$ cat config.mk
export PLATFORM = sky130hd
export DESIGN_NAME = rf_top
export DESIGN_NICKNAME = d
export VERILOG_FILES = /design/src/rtl/rf_top.sv
export SDC_FILE = /design/constraint.sdc
export NUM_CORES = 2
export LEC_CHECK = 0
export BUFFER_PORTS_ARGS = -buffer_cell sky130_fd_sc_hd__buf_2
export CAP_MARGIN = 20
export CELL_PAD_IN_SITES_DETAIL_PLACEMENT = 1
export CELL_PAD_IN_SITES_GLOBAL_PLACEMENT = 2
export CORE_UTILIZATION = 40
export DETAILED_ROUTE_END_ITERATION = 8
export GPL_ROUTABILITY_DRIVEN = 0
export PLACE_DENSITY_LB_ADDON = 0.1
export SYNTH_ARGS = -nofsm -noshare
export SYNTH_HDL_FRONTEND = slang
export SYNTH_SLANG_ARGS = --single-unit
$ cat constraint.sdc
create_clock -name clock -period 2.55 [get_ports clock]
set_clock_uncertainty 0.1 [all_clocks]
set_input_delay 0.51 -clock clock [delete_from_list [all_inputs] [get_ports clock]]
set_output_delay 0.51 -clock clock [all_outputs]
set_load 0.02 [all_outputs]
$ cat src/rtl/rf_top.sv
`default_nettype none
// ============================================================================
//  Module      : rf_top
//  Description : Architectural register file with two combinational read
//                ports (same-cycle write bypass) plus exception-state holder:
//                rm0/rm1 capture, USER/SUPERVISOR privilege FSM, sticky
//                double-fault flag and saturating exception counter.
//  Revision    : 1.0 - initial release
// ============================================================================
module rf_top #(
  parameter int NUM_REGS        = 32,
  parameter int DATA_WIDTH      = 32,
  parameter int PC_WIDTH        = 32,
  parameter int XCPT_ADDR_WIDTH = 32,
  parameter int CNT_WIDTH       = 16,
  localparam int ADDR_W         = $clog2(NUM_REGS)
) (
  input  logic                       clock,
  input  logic                       reset,
  input  logic [ADDR_W-1:0]          src1_addr,
  input  logic [ADDR_W-1:0]          src2_addr,
  output logic [DATA_WIDTH-1:0]      src1_data,
  output logic [DATA_WIDTH-1:0]      src2_data,
  input  logic                       req_to_RF_writeEn,
  input  logic [ADDR_W-1:0]          req_to_RF_dest,
  input  logic [DATA_WIDTH-1:0]      req_to_RF_data,
  input  logic                       xcpt_valid,
  input  logic [PC_WIDTH-1:0]        rmPC,
  input  logic [XCPT_ADDR_WIDTH-1:0] rmAddr,
  input  logic                       iret_valid,
  output logic [PC_WIDTH-1:0]        rm0_data,
  output logic [XCPT_ADDR_WIDTH-1:0] rm1_data,
  output logic                       priv_mode,
  output logic                       xcpt_taken,
  output logic                       double_fault,
  output logic [CNT_WIDTH-1:0]       xcpt_count
);

  typedef enum logic [0:0] {
    ST_USER       = 1'b0,
    ST_SUPERVISOR = 1'b1
  } priv_e;

  localparam logic [CNT_WIDTH-1:0] C_CNT_MAX = {CNT_WIDTH{1'b1}};
  localparam logic [CNT_WIDTH-1:0] C_CNT_ONE = {{(CNT_WIDTH-1){1'b0}}, 1'b1};

  logic [DATA_WIDTH-1:0]      regs_q [NUM_REGS];
  priv_e                      state_q, state_d;
  logic [PC_WIDTH-1:0]        rm0_q, rm0_d;
  logic [XCPT_ADDR_WIDTH-1:0] rm1_q, rm1_d;
  logic [CNT_WIDTH-1:0]       cnt_q, cnt_d;
  logic                       taken_q, taken_d;
  logic                       dfault_q, dfault_d;

  // A faulting instruction never commits, and r0 is never written.
  logic w_wr_live;
  logic w_commit;
  assign w_wr_live = req_to_RF_writeEn && !xcpt_valid;
  assign w_commit  = w_wr_live && (req_to_RF_dest != '0);

  // Register storage: cleared on reset, one committed write per cycle.
  always_ff @(posedge clock) begin
    if (reset) begin
      for (int i = 0; i < NUM_REGS; i++) begin
        regs_q[i] <= '0;
      end
    end else if (w_commit) begin
      regs_q[req_to_RF_dest] <= req_to_RF_data;
    end
  end

  // Read ports: r0 reads zero, then the in-flight write, then storage.
  always_comb begin
    src1_data = regs_q[src1_addr];
    src2_data = regs_q[src2_addr];
    if (w_wr_live && (req_to_RF_dest == src1_addr)) src1_data = req_to_RF_data;
    if (w_wr_live && (req_to_RF_dest == src2_addr)) src2_data = req_to_RF_data;
    if (src1_addr == '0) src1_data = '0;
    if (src2_addr == '0) src2_data = '0;
  end

  // Privilege / exception-state registers.
  always_ff @(posedge clock) begin
    if (reset) begin
      state_q  <= ST_USER;
      rm0_q    <= '0;
      rm1_q    <= '0;
      cnt_q    <= '0;
      taken_q  <= 1'b0;
      dfault_q <= 1'b0;
    end else begin
      state_q  <= state_d;
      rm0_q    <= rm0_d;
      rm1_q    <= rm1_d;
      cnt_q    <= cnt_d;
      taken_q  <= taken_d;
      dfault_q <= dfault_d;
    end
  end

  // Next-state: exception beats iret; a nested exception only flags a
  // double fault and leaves the captured state untouched.
  always_comb begin
    state_d  = state_q;
    rm0_d    = rm0_q;
    rm1_d    = rm1_q;
    cnt_d    = cnt_q;
    taken_d  = 1'b0;
    dfault_d = dfault_q;
    unique case (state_q)
      ST_USER: begin
        if (xcpt_valid) begin
          state_d = ST_SUPERVISOR;
          rm0_d   = rmPC;
          rm1_d   = rmAddr;
          taken_d = 1'b1;
          if (cnt_q != C_CNT_MAX) cnt_d = cnt_q + C_CNT_ONE;
        end
      end
      ST_SUPERVISOR: begin
        if (xcpt_valid) begin
          dfault_d = 1'b1;
        end else if (iret_valid) begin
          state_d = ST_USER;
        end
      end
      default: state_d = ST_USER;
    endcase
  end

  assign rm0_data     = rm0_q;
  assign rm1_data     = rm1_q;
  assign priv_mode    = state_q;
  assign xcpt_taken   = taken_q;
  assign double_fault = dfault_q;
  assign xcpt_count   = cnt_q;

endmodule
`default_nettype wire

==> qor.csv <==
stage,metric,value,unit
power_and_ir_drop,leakage,0.0292,uW
setup_path,WP buf/inv,2,
grt,vias in the first global route,45400,
detailed_routing,via density per instance,6.20,
setup_path,Worst setup SP type,flip-flop,
grt,largest net degree at the start of global routing,88,
power_and_ir_drop,combinational power share,17.2,%
clock_network,Skew-Pair Late Insertion Delay,0.79,ns
finish,share of cells above drive strength 1,40.7,%
synthesis,"Distinct cells, synth",68,
detailed_routing,final wirelength,263,mm
synthesis,synthesized cell area,58800,um^2
die,IO Pins,263,
detailed_routing,Routed Antenna Nets,0,
grt,gr usage total,35.0,%
power_and_ir_drop,Sw Pwr,13200,uW
status,violated checks,negative setup slack,
synthesis,warnings from Yosys,0,
finish,P&R area growth vs syn,33.7,%
clock_network,clock buffer depth,3,
detailed_routing,residual DRC count,0,
sta,RSZ-0062 raised after global routing,yes,
setup_path,start of the worst register-to-register path,xcpt_count[6],
setup_path,max incr delay on CP,0.52,ns
synthesis,register bit total from synthesis,1107,
detailed_routing,first-pass detailed-route iteration total,5,
power_and_ir_drop,Clk network pwr share,39.3,%
sta,Worst-Margin Slew,0.727,ns
clock_network,# H-tree levels,4,
hold_path,HP Start,req_to_RF_data[2],
setup_path,dominant delay contributor by cell family on the critical path,multiplexers,
sta,final period utilization,133,%
grt,first-pass GRT wire length,358,mm
sta,Final Critical Period,3.40,ns
setup_path,crit-path cells,mux4_2 > mux2i_4 > a2111oi_4 > a311oi_2 > buf_4 > a21oi_4 > buf_6,
setup_path,Worst setup EP type,primary output,
detailed_routing,vias,44800,
synthesis,register area share after synthesis,55.1,%
sta,final hold violation count,0,
synthesis,Post-synth EDFFs,1024,
synthesis,post-synthesis instance total,4301,
sta,setup slack after layout,-0.849,ns
finish,fin nets,5318,
setup_path,Crit. Startpoint,regs_q[19][30],
clock_network,CTS Sinks,1107,
grt,initial antenna violation count,28,
run,maxcap violations,0,
synthesis,Post-synth ARST share,0,%
power_and_ir_drop,sw frac,26.9,%
placement,HPWL after DPL,180,mm
setup_path,Slowest cell on crit path,mux4_2,
setup_path,CP required,1.94,ns
setup_path,worst path arrival time,2.79,ns
synthesis,ys flop type,edfxtp_1,
hold_path,HP Class,in2reg,
die,die area,149000,um^2
setup_path,WS Path Type,reg2out,
sta,Final Max Tran Viols,0,
grt,grt ovf,0,
sta,Max Clock Freq,294,MHz
placement,DP Area,68800,um^2
die,core footprint,146000,um^2
placement,PortBufs,262,
die,Rows,140,
finish,"Design Area, Final",78600,um^2
detailed_routing,initial detailed-routing violation count,5659,
die,Initial Util,40.3,%
power_and_ir_drop,worst vdd ir,0.516,mV
die,die width,385,um
power_and_ir_drop,total power,49100,uW
clock_network,TritonCTS clock tree,built,
sta,Final Setup Violations,64,
power_and_ir_drop,Pwr Density,624,nW/um^2
detailed_routing,wire per inst,36.4,um
setup_path,"critical path fanouts, max",2,
die,Die Ht,385,um
clock_network,Clock Tree Root,clkbuf_16,
clock_network,Num CTS Buffers,134,
sta,Max transition margin,51.5,%
power_and_ir_drop,Internal Power,35900,uW
synthesis,Syn Area/Cell,13.7,um^2
clock_network,Worst-path clk slew,0.06,ns
status,outcome,"finished, violations left",
power_and_ir_drop,sequential group share of total power,43.4,%
through the flow:
step	utilization, %	worst slack, ns	setup TNS [ns]	cells	hold slack (ns)
5_1_grt	53.9	-0.912	-42.03	7220	0.0938
3_3_place_gp	47.2	-1.22	-55.85	6787	0.339
3_5_place_dp	47.2	-0.973	-50.94	6788	0.345
6_report	53.9	-0.849	-39.31	7227	0.122
4_1_cts	53.0	-0.954	-41.69	7163	0.0479
2_1_floorplan	-	-0.156	-6.00	4332	0.435
worst reg2reg max path, delay by kind of cell, from the launching register on:
| family | cells | cell delay (ns) |
|---|---|---|
| AND/OR/NAND/NOR | 4 | 0.72 |
| XOR/XNOR | 1 | 0.15 |
| AO/OA/AOI/OAI | 1 | 0.42 |
| flip-flops | 1 | 0.43 |
power groups by stage:
stage                     registers [uW]  clock network (uW)  logic [uW]
after floorplan                    21500                   0        3610
after global placement             21600                   0        6950
after detailed placement           21700                   0        6980
after CTS                          21300               19500        8050
after global routing               21400               20100        8680
final                              21300               19300        8460
cell usage in the layout, fill, tap and decap left out, types with 31 or more instances in the layout:
cell type	netlist	routed
buf_6	38	110
a221oi_2	1	44
nand2_1	195	187
clkbuf_16	0	146
mux2_2	64	59
o22ai_1	65	36
buf_4	24	542
mux2i_1	270	239
or2_2	31	31
edfxtp_1	1024	1024
a21oi_1	135	89
nor2_4	0	47
buf_2	62	189
mux4_2	351	353
dfxtp_1	83	83
dlygate4sd3_1	0	67
o21ai_0	91	43
conb_1	1	32
nor2_1	92	33
and2_1	995	995
buf_12	9	205
layer usage:
layer	wire, um	GRT usage, %	part of all wire [%]
met1	106000	47.3	40
met2	122000	55.1	46
met3	25100	7.79	9.5
met4	9990	12.6	3.8
met5	13	0	0.0049
synth_stat cells, types with 31 or more instances:
| library cell | instances | share of area (%) |
|---|---|---|
| a211oi_1 | 60 | 0.77 |
| a21oi_1 | 135 | 1.1 |
| a221oi_1 | 72 | 1.1 |
| a22oi_1 | 39 | 0.50 |
| and2_1 | 995 | 11 |
| buf_2 | 62 | 0.53 |
| buf_6 | 38 | 0.73 |
| clkbuf_1 | 283 | 1.8 |
| dfxtp_1 | 83 | 2.8 |
| edfxtp_1 | 1024 | 52 |
| mux2_2 | 64 | 1.2 |
| mux2i_1 | 270 | 4.6 |
| mux4_2 | 351 | 13 |
| nand2_1 | 195 | 1.2 |
| nor2_1 | 92 | 0.59 |
| o21ai_0 | 91 | 0.77 |
| o22ai_1 | 65 | 0.69 |
| or2_2 | 31 | 0.33 |
cells by family after synthesis:
family	Yosys count	share of synthesized area, %
simple gates	1442	14.1
xor+xnor	21	0.313
other cells	1	0.00638
mux	689	19.4
buf+inv	440	3.96
fa+ha+maj	1	0.0213
flops	1107	55.1
compound gates	600	6.99
sequential cells by signal, indices dropped and copies added (netlist names):
name          cells
regs_q         1024
double_fault      1
xcpt_count       16
priv_mode         1
xcpt_taken        1
rm1_data         32
rm0_data         32
area by class of cell:
class	count	area [um^2]
well taps	1917	2400
repair buffers	1165	12300
clock buffers	172	3640
inverters	8	40.0
diodes	7	17.5
fillers	14000	67100
flip-flops and latches	1107	32400
multi-input cells	2785	27200
clock inverters	66	674
repair_timing:
action                                  4_1_cts  5_1_grt
buffers inserted                             88       60
hold buffers                                 67        0
endpoints found under the hold margin        66        0
pin swaps                                   168       96
gates cloned                                 13        5
resized for setup                           555      167
endpoints found under the setup margin       64       64
path summary, 6_finish.rpt:
check	slack, ns	cells past startpoint	to
min	0.12	2	regs_q[13][2]
max	-0.85	7	src2_data[30]
max reg2reg	0.61	6	xcpt_count[4]
min reg2reg	0.35	2	rm1_data[6]
Note: power is estimated with default switching activity, not from simulation.
